## src/rtl/orv64_mul_ctrl.sv

```systemverilog
// Issue/return controller in front of the sequential orv64_mul multiplier.
// Owns the operand/result flops, a one-entry result cache, kill handling and a BUSY watchdog.

package orv64_mul_pkg;
    localparam int unsigned ORV64_N_CYCLE_INT_MUL = 13;

    typedef enum logic [2:0] {
        MulTypeL,
        MulTypeHss,
        MulTypeHsu,
        MulTypeHuu,
        MulTypeW
    } orv64_mul_type_t;
endpackage

module orv64_mul_ctrl
    import orv64_mul_pkg::*;
#(
    parameter int unsigned N_CYC       = ORV64_N_CYCLE_INT_MUL,
    parameter int unsigned TIMEOUT_CYC = 64
) (
    input  logic            clk,
    input  logic            rst_n,
    input  logic            req_valid,
    output logic            req_ready,
    input  logic [63:0]     req_rs1,
    input  logic [63:0]     req_rs2,
    input  orv64_mul_type_t req_mul_type,
    input  logic            kill,
    output logic            resp_valid,
    input  logic            resp_ready,
    output logic [63:0]     resp_data,
    output logic            mul_start_pulse,
    output logic [63:0]     mul_rs1,
    output logic [63:0]     mul_rs2,
    output orv64_mul_type_t mul_type,
    input  logic [63:0]     mul_rdh,
    input  logic [63:0]     mul_rdl,
    input  logic            mul_complete,
    output logic            err_timeout
);

    if (N_CYC < 2 || TIMEOUT_CYC <= N_CYC) begin : g_cfg_check
        $error("orv64_mul_ctrl: TIMEOUT_CYC must exceed N_CYC and N_CYC must be >= 2");
    end

    localparam int unsigned       CntW   = $clog2(TIMEOUT_CYC + 1);
    localparam logic [CntW-1:0]   CntMax = CntW'(TIMEOUT_CYC);

    typedef enum logic [1:0] {StIdle, StLaunch, StBusy, StDone} state_t;
    typedef enum logic [1:0] {ClsSs, ClsSu, ClsUu} cls_t;

    function automatic cls_t cls_of(input orv64_mul_type_t t);
        case (t)
            MulTypeHsu: return ClsSu;
            MulTypeHuu: return ClsUu;
            default:    return ClsSs;
        endcase
    endfunction

    state_t          state;
    logic [CntW-1:0] to_cnt;

    logic            cache_valid;
    logic [63:0]     cache_rs1;
    logic [63:0]     cache_rs2;
    cls_t            cache_cls;
    logic [63:0]     cache_rdh;
    logic [63:0]     cache_rdl;

    logic            cache_hit;
    logic [63:0]     hit_data;
    logic [63:0]     miss_data;

    assign req_ready = (state == StIdle);

    assign cache_hit = cache_valid && (req_rs1 == cache_rs1) && (req_rs2 == cache_rs2) &&
                       (cls_of(req_mul_type) == cache_cls);

    // The cache always holds a 64-bit-op result, so W must re-extend bit 31 on a hit.
    always_comb begin
        hit_data = cache_rdh;
        if (req_mul_type == MulTypeL) begin
            hit_data = cache_rdl;
        end else if (req_mul_type == MulTypeW) begin
            hit_data = {{32{cache_rdl[31]}}, cache_rdl[31:0]};
        end
    end

    always_comb begin
        miss_data = mul_rdh;
        if (mul_type == MulTypeL || mul_type == MulTypeW) begin
            miss_data = mul_rdl;
        end
    end

    always_ff @(posedge clk or negedge rst_n) begin
        if (!rst_n) begin
            state           <= StIdle;
            resp_valid      <= 1'b0;
            resp_data       <= '0;
            mul_start_pulse <= 1'b0;
            mul_rs1         <= '0;
            mul_rs2         <= '0;
            mul_type        <= MulTypeL;
            err_timeout     <= 1'b0;
            to_cnt          <= '0;
            cache_valid     <= 1'b0;
            cache_rs1       <= '0;
            cache_rs2       <= '0;
            cache_cls       <= ClsSs;
            cache_rdh       <= '0;
            cache_rdl       <= '0;
        end else begin
            mul_start_pulse <= 1'b0;
            if (kill && state != StIdle) begin
                state      <= StIdle;
                resp_valid <= 1'b0;
                to_cnt     <= '0;
            end else begin
                case (state)
                    StIdle: begin
                        if (req_valid) begin
                            mul_rs1  <= req_rs1;
                            mul_rs2  <= req_rs2;
                            mul_type <= req_mul_type;
                            if (cache_hit) begin
                                state      <= StDone;
                                resp_valid <= 1'b1;
                                resp_data  <= hit_data;
                            end else begin
                                state           <= StLaunch;
                                mul_start_pulse <= 1'b1;
                            end
                        end
                    end
                    StLaunch: begin
                        state <= StBusy;
                    end
                    StBusy: begin
                        if (mul_complete) begin
                            state      <= StDone;
                            resp_valid <= 1'b1;
                            resp_data  <= miss_data;
                            to_cnt     <= '0;
                            if (mul_type != MulTypeW) begin
                                cache_valid <= 1'b1;
                                cache_rs1   <= mul_rs1;
                                cache_rs2   <= mul_rs2;
                                cache_cls   <= cls_of(mul_type);
                                cache_rdh   <= mul_rdh;
                                cache_rdl   <= mul_rdl;
                            end
                        end else begin
                            if (to_cnt != CntMax) begin
                                to_cnt <= to_cnt + 1'b1;
                            end
                            // This BUSY cycle is number to_cnt+1; flag once it reaches the limit.
                            if (to_cnt >= CntMax - 1'b1) begin
                                err_timeout <= 1'b1;
                            end
                        end
                    end
                    StDone: begin
                        if (resp_ready) begin
                            state      <= StIdle;
                            resp_valid <= 1'b0;
                        end
                    end
                    default: begin
                        state <= StIdle;
                    end
                endcase
            end
        end
    end

endmodule

```

## config.mk

```make
export PLATFORM = sky130hd
export DESIGN_NAME = orv64_mul_ctrl
export DESIGN_NICKNAME = d
export VERILOG_FILES = /design/src/rtl/orv64_mul_ctrl.sv
export SDC_FILE = /design/constraint.sdc
export NUM_CORES = 1
export LEC_CHECK = 0
export CAP_MARGIN = 20
export CORE_ASPECT_RATIO = 0.6
export CORE_UTILIZATION = 51
export CTS_CLUSTER_SIZE = 20
export DETAILED_ROUTE_END_ITERATION = 16
export GPL_TIMING_DRIVEN = 0
export PLACE_DENSITY = 0.86
export SYNTH_ARGS = -nofsm -noshare
export SYNTH_HDL_FRONTEND = slang
export SYNTH_SLANG_ARGS = --single-unit
```

## constraint.sdc

```tcl
create_clock -name clk -period 3.1 [get_ports clk]
set_input_delay 0.465 -clock clk [delete_from_list [all_inputs] [get_ports clk]]
set_output_delay 0.465 -clock clk [all_outputs]
set_load 0.02 [all_outputs]
```

==> results by stage, run 1 <==
STA:
- The max-slew headroom at the worst pin is 24.8%.
- Across the routed clock network, the largest skew measured is 0.0248 ns.
- Setup repair after global routing could not meet its margin everywhere.
- The count of endpoints failing hold in the final timing report is 0.
- The minimum period implied by the final worst setup slack is roughly 3.1 ns.
- The actual transition at the worst max-transition pin is ~1.1 ns.
- Across all setup checks in the final design, the least slack found is -0.0102 ns.
- Derived from the worst setup path, the maximum achievable clock frequency is 322 MHz.
- Setup violations remaining at the end of the flow were counted as 1.
- The number of max-slew violations in the final report is 0.
- The portion of the clock cycle consumed by the worst path in the final layout is 100%.

Worst setup path:
- STA puts the critical path data required time at ~3.5 ns.
- The launch point of the critical path is cache_rs1[3].
- The launch instance of the worst register-to-register path is cache_rs1[3].
- Traced cell by cell, the critical path runs through xnor2_1 -> nand4_1 -> nor4_4 -> nand4_1 -> nor4_4 -> buf_6 -> a31oi_4 -> buf_12 -> buf_8 -> mux2_1.
- The slowest cell on the critical path is sky130_fd_sc_hd__xnor2_1.
- The maximum fanout along the worst path is 10.
- STA classifies the critical path endpoint as a flip-flop.
- The arrival time at the worst endpoint is around 3.5 ns.
- The critical path in this run is classified as flip-flop to flip-flop.
- For this run, the slowest stage of the critical path takes 0.40 ns.
- The worst setup path is launched from a flip-flop.
- Among cell families on the critical path, the largest total delay comes from simple AND/OR/NAND/NOR gates.
- The total buffers and inverters traversed by the critical path is 3.

Layout:
- The post-route core utilization is between 70% and 80%.
- The layout-stage area growth over the synthesis result is 36.5%.
- After routing the design area is 28,700 um^2.
- In the final layout, the share of cells above drive strength 1 is a little under a quarter.
- After the last flow step, the layout net total stands at ~2,500.
- The final instance count without filler cells is around 2,800.

Status:
- The run finished, with violations left.
- The checks that failed: negative setup slack.

Synthesis:
- By area the synthesized netlist is led by sky130_fd_sc_hd__dfrtp_1 (55%), sky130_fd_sc_hd__mux2_2 (19%), sky130_fd_sc_hd__nand2_1 (4.1%).
- The average instance in the mapped netlist occupies around 12 um^2.
- Synthesis produced a netlist whose cell count is between 1,500 and 2,000.
- The flip-flop cell with the highest count after synthesis is sky130_fd_sc_hd__dfrtp_1.
- The post-synthesis instance area is 21,000 um^2.
- The number of synthesized register bits is 466.
- In this run, synthesis inferred 0 flip-flops with an integrated enable.
- The largest total area in the synthesized netlist belongs to sky130_fd_sc_hd__dfrtp_1.
- Of all flip-flops after synthesis, the portion carrying an async set or reset was 100%.
- The number of nets handed over by synthesis was roughly 2,000.
- The yosys synthesis warning count is 0.
- The share of synthesized area occupied by flip-flops and latches is 55.5%.
- Of the post-synthesis cell area, the dominant cell type holds 55.5%.
- The unique cell type count in the Yosys netlist is 42.

Place:
- Buffers placed on the I/O ports in this run total 462.
- Including well taps, the total number of placed cells is 2,725.
- At the end of routability-driven placement, the weighted congestion stood at about 0.94.
- The area of placed instances is between 20,000 and 30,000 um^2.
- The half-perimeter wire length of the detailed placement result is 51,700 um.
- The worst setup slack after placement is -1.27 ns.

Clocking:
- The clock slew seen by the registers of the worst setup and hold paths is 0.07 ns.
- The maximum root-to-sink buffer count is 3.
- The H-tree generated during clock tree synthesis spans 2 levels.
- TritonCTS built the clock tree.
- The number of sinks on the clock net is 466.
- In this run, CTS created clock tree buffers numbering 45.
- The tree is rooted in a sky130_fd_sc_hd__clkbuf_16.
- The clock reaches the later pin of the worst-skew pair after 0.56 ns.

Die:
- The initial core utilization is 51.8%.
- In this run the core area contains 57 standard-cell rows.
- The floorplan core area is 40,600 um^2.
- ~460 I/O pins were placed.
- The floorplan die width is 264 um.
- In this run the vertical extent of the chip is 159 um.
- The die covers 42,100 um^2.

Hold path:
- The path class of the tightest hold or removal check is primary input to async pin.

Route:
- The first detailed-routing pass ran for 5 iterations.
- The via density per instance is 5.98.
- For this run, design rule violations remaining after detail routing come to 0.
- Dividing the detail-routed wire length by the instance count gives 24.9 um.
- The number of DRC markers after the initial detailed-route iteration is 1,650.
- The final routed wirelength across all metal layers is 70,500 um.
- Once detail routing completed, the nets flagged for antenna violations numbered 0.
- The total number of vias is 16,913.

Power and ir drop:
- For this design the ratio of total power to cell area is 1070 nW/um^2.
- The worst-case vdd ir drop is ~0.73 mV.
- After layout, the design draws a total of ~31 mW.
- The standby leakage power is 12.5 nW.

GRT:
- Global routing consumed, over all layers together, 33.0% of the routing resources.
- The first-pass GRT wire length is 105,000 um.
- The number of antenna violations at the first check in global routing is 12.
- The remaining global-route overflow is 0.
- The number of global-route vias before repair is 17,465.
- Entering global routing, the biggest net connects roughly 120 pins.

Run:
- The tool flagged a number of max-cap violations equal to 0.
## path summary, 6_finish.rpt
kind	depth (start not counted)	to	slack, ns
max	10	resp_data[14]	-0.01
min	2	mul_rs1[3]	0.38
max reg2reg	10	resp_data[14]	-0.01
min reg2reg	1	err_timeout	0.47
max in group asynchronous	4	cache_rdl[44]	1.24
min in group clk	3	state[0]	0.43
## report_power, final
group,internal [mW],switching (mW),total (mW)
logic,6.71,6.68,13.4
clock network,3.63,2.48,6.11
registers,9.11,2.04,11.1
total,19.4,11.2,30.6
## cell type report
class	count	area, um^2
fill	2768	11900
sequential	466	11700
multi-input combinational	1120	9090
clock inverter	20	292
timing repair buffer	481	4930
buffer	97	541
tap	531	664
inverter	41	154
clock buffer	63	1350
antenna	11	27.5
## sequential cells by signal, indices dropped and copies added (netlist names), 2 cells and up
| register | flops |
|---|---|
| cache_rdh | 64 |
| cache_rdl | 64 |
| cache_rs1 | 64 |
| cache_rs2 | 64 |
| mul_rs1 | 64 |
| mul_rs2 | 64 |
| resp_data | 64 |
| to_cnt | 7 |
| mul_type | 3 |
| cache_cls | 2 |
| state | 2 |
## stage by stage
stage,setup TNS (ns),hold slack [ns]
3_3_place_gp,-8879.36,0.453
4_1_cts,-0.00287,0.368
3_5_place_dp,-252.72,0.378
2_1_floorplan,0,0.169
6_report,-0.0102,0.382
5_1_grt,-4.87,0.392
## cells in the final DEF, fill, tap and decap left out, types with 8 or more instances in the layout
cell	synthesis	final
sky130_fd_sc_hd__and3_1	65	65
sky130_fd_sc_hd__o2111ai_1	11	11
sky130_fd_sc_hd__diode_2	0	11
sky130_fd_sc_hd__mux2_2	364	364
sky130_fd_sc_hd__nand3_1	9	9
sky130_fd_sc_hd__clkbuf_16	0	50
sky130_fd_sc_hd__a21oi_1	40	39
sky130_fd_sc_hd__a31oi_1	36	36
sky130_fd_sc_hd__buf_1	8	9
sky130_fd_sc_hd__dfrtp_1	466	466
sky130_fd_sc_hd__clkbuf_8	0	15
sky130_fd_sc_hd__clkdlybuf4s50_1	0	461
sky130_fd_sc_hd__nand2b_1	37	37
sky130_fd_sc_hd__nand4_1	11	11
sky130_fd_sc_hd__inv_1	40	40
sky130_fd_sc_hd__nor2b_1	25	25
sky130_fd_sc_hd__clkbuf_4	0	16
sky130_fd_sc_hd__clkbuf_1	84	65
sky130_fd_sc_hd__a32oi_1	32	32
sky130_fd_sc_hd__clkinv_2	0	8
sky130_fd_sc_hd__nor2_1	13	13
sky130_fd_sc_hd__o22ai_1	9	9
sky130_fd_sc_hd__mux2_4	0	41
sky130_fd_sc_hd__nor4_1	19	15
sky130_fd_sc_hd__nand2_1	231	231
sky130_fd_sc_hd__mux2_1	60	19
sky130_fd_sc_hd__o21ai_0	36	36
sky130_fd_sc_hd__xor2_1	50	50
sky130_fd_sc_hd__xnor2_1	26	25
## metal layers
metal  track usage, %  up-vias  wire, um
li1                 -     7177         -
met1             47.0     8667     30300
met2             48.1      879     30700
met3             7.92      188      6160
met4             15.0        2      3280
met5                0        -        12
## Yosys cell counts, types with 32 or more instances
cell type,instances
sky130_fd_sc_hd__a21oi_1,40
sky130_fd_sc_hd__a31oi_1,36
sky130_fd_sc_hd__a32oi_1,32
sky130_fd_sc_hd__and3_1,65
sky130_fd_sc_hd__clkbuf_1,84
sky130_fd_sc_hd__dfrtp_1,466
sky130_fd_sc_hd__inv_1,40
sky130_fd_sc_hd__mux2_1,60
sky130_fd_sc_hd__mux2_2,364
sky130_fd_sc_hd__nand2_1,231
sky130_fd_sc_hd__nand2b_1,37
sky130_fd_sc_hd__o21ai_0,36
sky130_fd_sc_hd__xor2_1,50
## timing repair
action | 4_1_cts | 5_1_grt
gates cloned | 1 | 3
pin swaps | 5 | 6
buffers inserted | 2 | 4
endpoints found under the setup margin | 312 | 301
resized for setup | 64 | 59
hold endpoints to repair | 41 | 0
hold buffers | 1 | 0
## cell families (layout without fill, tap and decap cells)
| group | Yosys count | count (layout) | synth area share (%) |
|---|---|---|---|
| other | 0 | 11 | 0 |
| AND/OR/NAND/NOR | 419 | 419 | 9.56 |
| buffers and inverters | 139 | 702 | 2.52 |
| multiplexers | 427 | 427 | 22.8 |
| XOR/XNOR | 76 | 76 | 3.17 |
| flip-flops | 466 | 466 | 55.5 |
| AO/OA/AOI/OAI | 192 | 193 | 6.16 |
| adder cells (fa/ha/maj) | 5 | 5 | 0.297 |
No activity file was read; power rests on OpenSTA's default activity.
==> run 2: changes to the inputs <==
- ABC_AREA: default -> 1
- CORE_MARGIN: default -> 5
- PLACE_DENSITY: 0.86 -> 0.85
==> run 2 against run 1 <==
- the run now ends clean
- core utilization fell by 2.4 points
- via count rose by 26%
- global-route usage fell by 1.2 points
- total power fell by 4.3%
- sequential share of layout area rose by 0.16 points
- clock power fell by 8.0%
==> results by stage, run 2 <==
Worst setup path:
- The data required time at the worst endpoint is 3.58 ns.
- Across all register-to-register paths, the minimum setup slack is 0.27 ns.
- The launch instance of the worst register-to-register path is state[0].
- The type of origin of the critical path is a flip-flop.
- The path depth of the worst reg2reg path is 12.
- The maximum fanout along the worst path is 10.
- The worst setup path is of the flip-flop to flip-flop kind.
- The worst setup path is captured at a flip-flop.
- The launch point of the critical path is state[0].
- The worst register-to-register path ends at cache_rs1[52].
- In this run the worst setup path terminates at cache_rs1[52].
- The arrival time at the worst endpoint is 3.30 ns.

GRT:
- The total overflow left after global routing is 0.
- The combined global-route utilization of all metal layers is 31.9%.
- The number of global-route vias before repair is 20,602.
- The largest net degree at the start of global routing is 115.
- The number of antenna violations at the first check in global routing came to 20.
- The first-pass GRT wire length is 117,000 um.

Synthesis:
- The unique cell type count in the Yosys netlist is 37.
- Of all flip-flops after synthesis, the portion carrying an async set or reset was 100%.
- The synthesized netlist net count is 3,000.
- By area the synthesized netlist is led by sky130_fd_sc_hd__dfrtp_1 (54%), sky130_fd_sc_hd__nand2_1 (17%), sky130_fd_sc_hd__o21ai_0 (8.7%).
- The number of enable flip-flop cells after synthesis is 0.
- A synthesized cell averages ~8 um^2.
- The yosys synthesis warning count is 0.
- The share of synthesized area occupied by flip-flops and latches is 54.0%.
- The largest total area in the synthesized netlist belongs to sky130_fd_sc_hd__dfrtp_1.
- The number of instances in the synthesized netlist is 2,730.
- The cell area that synthesis handed to floorplanning was 21,600 um^2.
- In the synthesized netlist, the cells that appear most often are sky130_fd_sc_hd__nand2_1 (984), sky130_fd_sc_hd__dfrtp_1 (466), sky130_fd_sc_hd__o21ai_0 (375).
- The flip-flop cell with the highest count after synthesis is sky130_fd_sc_hd__dfrtp_1.
- The share of the synthesized area in the top cell type is 54.0%.
- The most frequent cell after synthesis is sky130_fd_sc_hd__nand2_1.
- The number of synthesized register bits is 466.

Clocking:
- The later pin in the worst-skew pair is clocked with a latency of about 0.55 ns.
- CTS placed an instance of sky130_fd_sc_hd__clkbuf_16 at the clock tree root.
- The number of setup buffers added after CTS is 0.
- The number of clock buffers added by TritonCTS is 44.
- After clock tree synthesis, the clock-pin slew on the worst setup and hold paths is 0.07 ns.
- TritonCTS built the clock tree.
- The number of sinks on the clock net is 466.
- The clock passes through at most 3 buffers.
- The H-tree was split into 2 levels.

Route:
- The number of DRC markers after the initial detailed-route iteration is 2,593.
- The via density per instance is about 5.5.
- The final routed wirelength across all metal layers is around 77,000 um.
- The final routed wire length divided by cell count is 19.8 um.
- After detailed routing, the number of remaining DRC violations is 0.
- The total number of vias is 21,377.
- The first detailed-routing pass took 6 iterations.
- The post-route antenna net violation count is 0.

Die:
- Pin placement for this block handled roughly 460 I/O pins.
- The initialized floorplan defines 58 standard-cell rows.
- The area of the die is 46,700 um^2.
- The floorplan core area is 41,900 um^2.
- The initial core utilization is around half.
- In this run the horizontal extent of the chip is 276 um.
- Measured along the y axis, the die boundary spans 169 um.

STA:
- The max-slew headroom at the worst pin is 26.7%.
- Setup violations remaining at the end of the flow were counted as 0.
- The number of max-slew violations in the final report is 0.
- The achievable frequency is 354 MHz.
- Of the available clock period, the critical path in the final layout requires approximately nine tenths.
- The final worst slack is 0.274 ns.
- The count of endpoints failing hold in the final timing report is 0.
- The worst-case clock skew is 0.0145 ns.
- Hold is met by 0.447 ns.
- Setup repair after global routing left no endpoint under its margin.
- For the finished layout, the period the worst path requires is 2.83 ns.
- At the pin with the least slew margin, the transition time is 1.10 ns.

Layout:
- The finished cells cover ~29,000 um^2.
- The library cells used most frequently in the layout, excluding fill and tap cells, are sky130_fd_sc_hd__nand2_1 (984), sky130_fd_sc_hd__dfrtp_1 (466), sky130_fd_sc_hd__clkdlybuf4s50_1 (462).
- Measured on the finished design, the core utilization comes to 68.3%.
- Cells with a size suffix above 1 make up 5.04% of the layout.
- Relative to the synthesized area, the layout overhead comes to 32.3%.
- The filler cells instantiated in the layout total 3,303.
- The library cell used most frequently in the layout, excluding fill and tap cells, is sky130_fd_sc_hd__nand2_1.
- The number of nets in the layout is between 3,000 and 4,000.

Place:
- The half-perimeter wire length of the detailed placement result is 57,500 um.
- The quantity of I/O buffers inserted on ports is 463.
- At the end of routability-driven placement, the weighted congestion stood at 0.946.
- The worst setup slack after placement is -0.0200 ns.
- Summing all placed instances gives a cell area of 27,100 um^2.

Run:
- The reported max-cap violation count is 0.

Power and ir drop:
- In this run switching power makes up 41.4% of total power.
- In this run, the combinational gates consume between 40% and 50% of the power.
- Sequential cells burn a little over a third of the power.
- Power spread over the standard cell area amounts to between 1000 and 1500 nW/um^2.
- The worst-case IR drop observed on VDD is 0.531 mV.
- The switching power is 12.1 mW.
- The part of the total power dissipated in the clock network is 19.2%.
- The analysis attributes to cell leakage a power of 13.9 nW.
- The internal power contribution is 17.2 mW.

Status:
- The flow ran to the end, and the final reports show no timing, DRC or antenna violations.

Hold path:
- The tightest min-delay check is of the primary input to async pin type.
-- run 2: per-layer routing --
metal	track usage [%]	up-vias	share of wire, %
li1	-	9615	-
met1	45.8	10375	42
met2	48.3	1146	44
met3	6.03	237	9.1
met4	13.0	4	4.7
met5	0	-	0.030
-- run 2: area by class of cell --
type	instances	area [um^2]	area share, %
diodes	17	42.5	0.149
plain buffers	143	651	2.28
clock buffers	64	1310	4.57
clock inverters	10	158	0.551
inverters	308	1160	4.04
multi-input cells	1813	8140	28.5
flip-flops and latches	466	11700	40.8
well taps	570	713	2.49
repair buffers	468	4760	16.6
-- run 2: repair_timing --
| action | CTS | global route |
|---|---|---|
| setup endpoints to repair | 0 | 1 |
| resized for setup | 0 | 2 |
| hold endpoints to repair | 57 | 0 |
| hold buffers | 1 | 0 |
-- run 2: logic make-up after synthesis --
kind of cell             Yosys count  share of synthesized area, %
flip-flops                       466                          54.0
AND/OR/NAND/NOR                 1228                          22.2
multiplexers                      11                         0.573
AO/OA/AOI/OAI                    523                          12.7
XOR/XNOR                          46                          1.86
adder cells (fa/ha/maj)            5                         0.290
buffers and inverters            451                          8.36
-- run 2: how the worst min path moves through the flow --
stage                start            to  slack [ns]  depth (start not counted)
2_1_floorplan        rst_n  cache_cls[0]        0.17                          0
3_3_place_gp   cache_valid   cache_valid        0.44                          2
3_5_place_dp         rst_n  cache_rs1[2]        0.43                          1
4_1_cts              rst_n  cache_rs1[2]        0.44                          2
5_1_grt              rst_n    mul_rs1[4]        0.50                          2
6_report             rst_n    mul_rs1[2]        0.45                          2
-- run 2: power by group through the flow --
| stage | registers, mW | logic [mW] | clock network, mW |
|---|---|---|---|
| after floorplan | 11.7 | 5.90 | 0 |
| after global placement | 10.6 | 12.4 | 0 |
| after detailed placement | 10.7 | 12.8 | 0 |
| after CTS | 10.6 | 12.9 | 5.66 |
| after global routing | 10.9 | 14.2 | 5.93 |
| final | 10.7 | 13.0 | 5.62 |
-- run 2: through the flow --
| stage | setup TNS [ns] | cells | power, mW |
|---|---|---|---|
| 6_report | 0 | 3859 | 29.3 |
| 5_1_grt | 0 | 3859 | 31.1 |
| 4_1_cts | 0 | 3842 | 29.2 |
| 3_5_place_dp | -0.0256 | 3767 | 23.5 |
| 3_3_place_gp | -8749.24 | 3763 | 23.0 |
| 2_1_floorplan | 0 | 2730 | 17.6 |
-- run 2: critical path: stages, from the launching register on --
cell and delay, ns:
sky130_fd_sc_hd__dfrtp_1 0.42, sky130_fd_sc_hd__inv_1 0.10, sky130_fd_sc_hd__ha_1 0.22, sky130_fd_sc_hd__buf_2 0.18, sky130_fd_sc_hd__inv_2 0.07, sky130_fd_sc_hd__nand2_1 0.06, sky130_fd_sc_hd__inv_1 0.16, sky130_fd_sc_hd__nor3_2 0.06
sky130_fd_sc_hd__nand2_1 0.32, sky130_fd_sc_hd__buf_2 0.40, sky130_fd_sc_hd__clkbuf_1 0.53, sky130_fd_sc_hd__nand2_1 0.12, sky130_fd_sc_hd__nand2_1 0.09
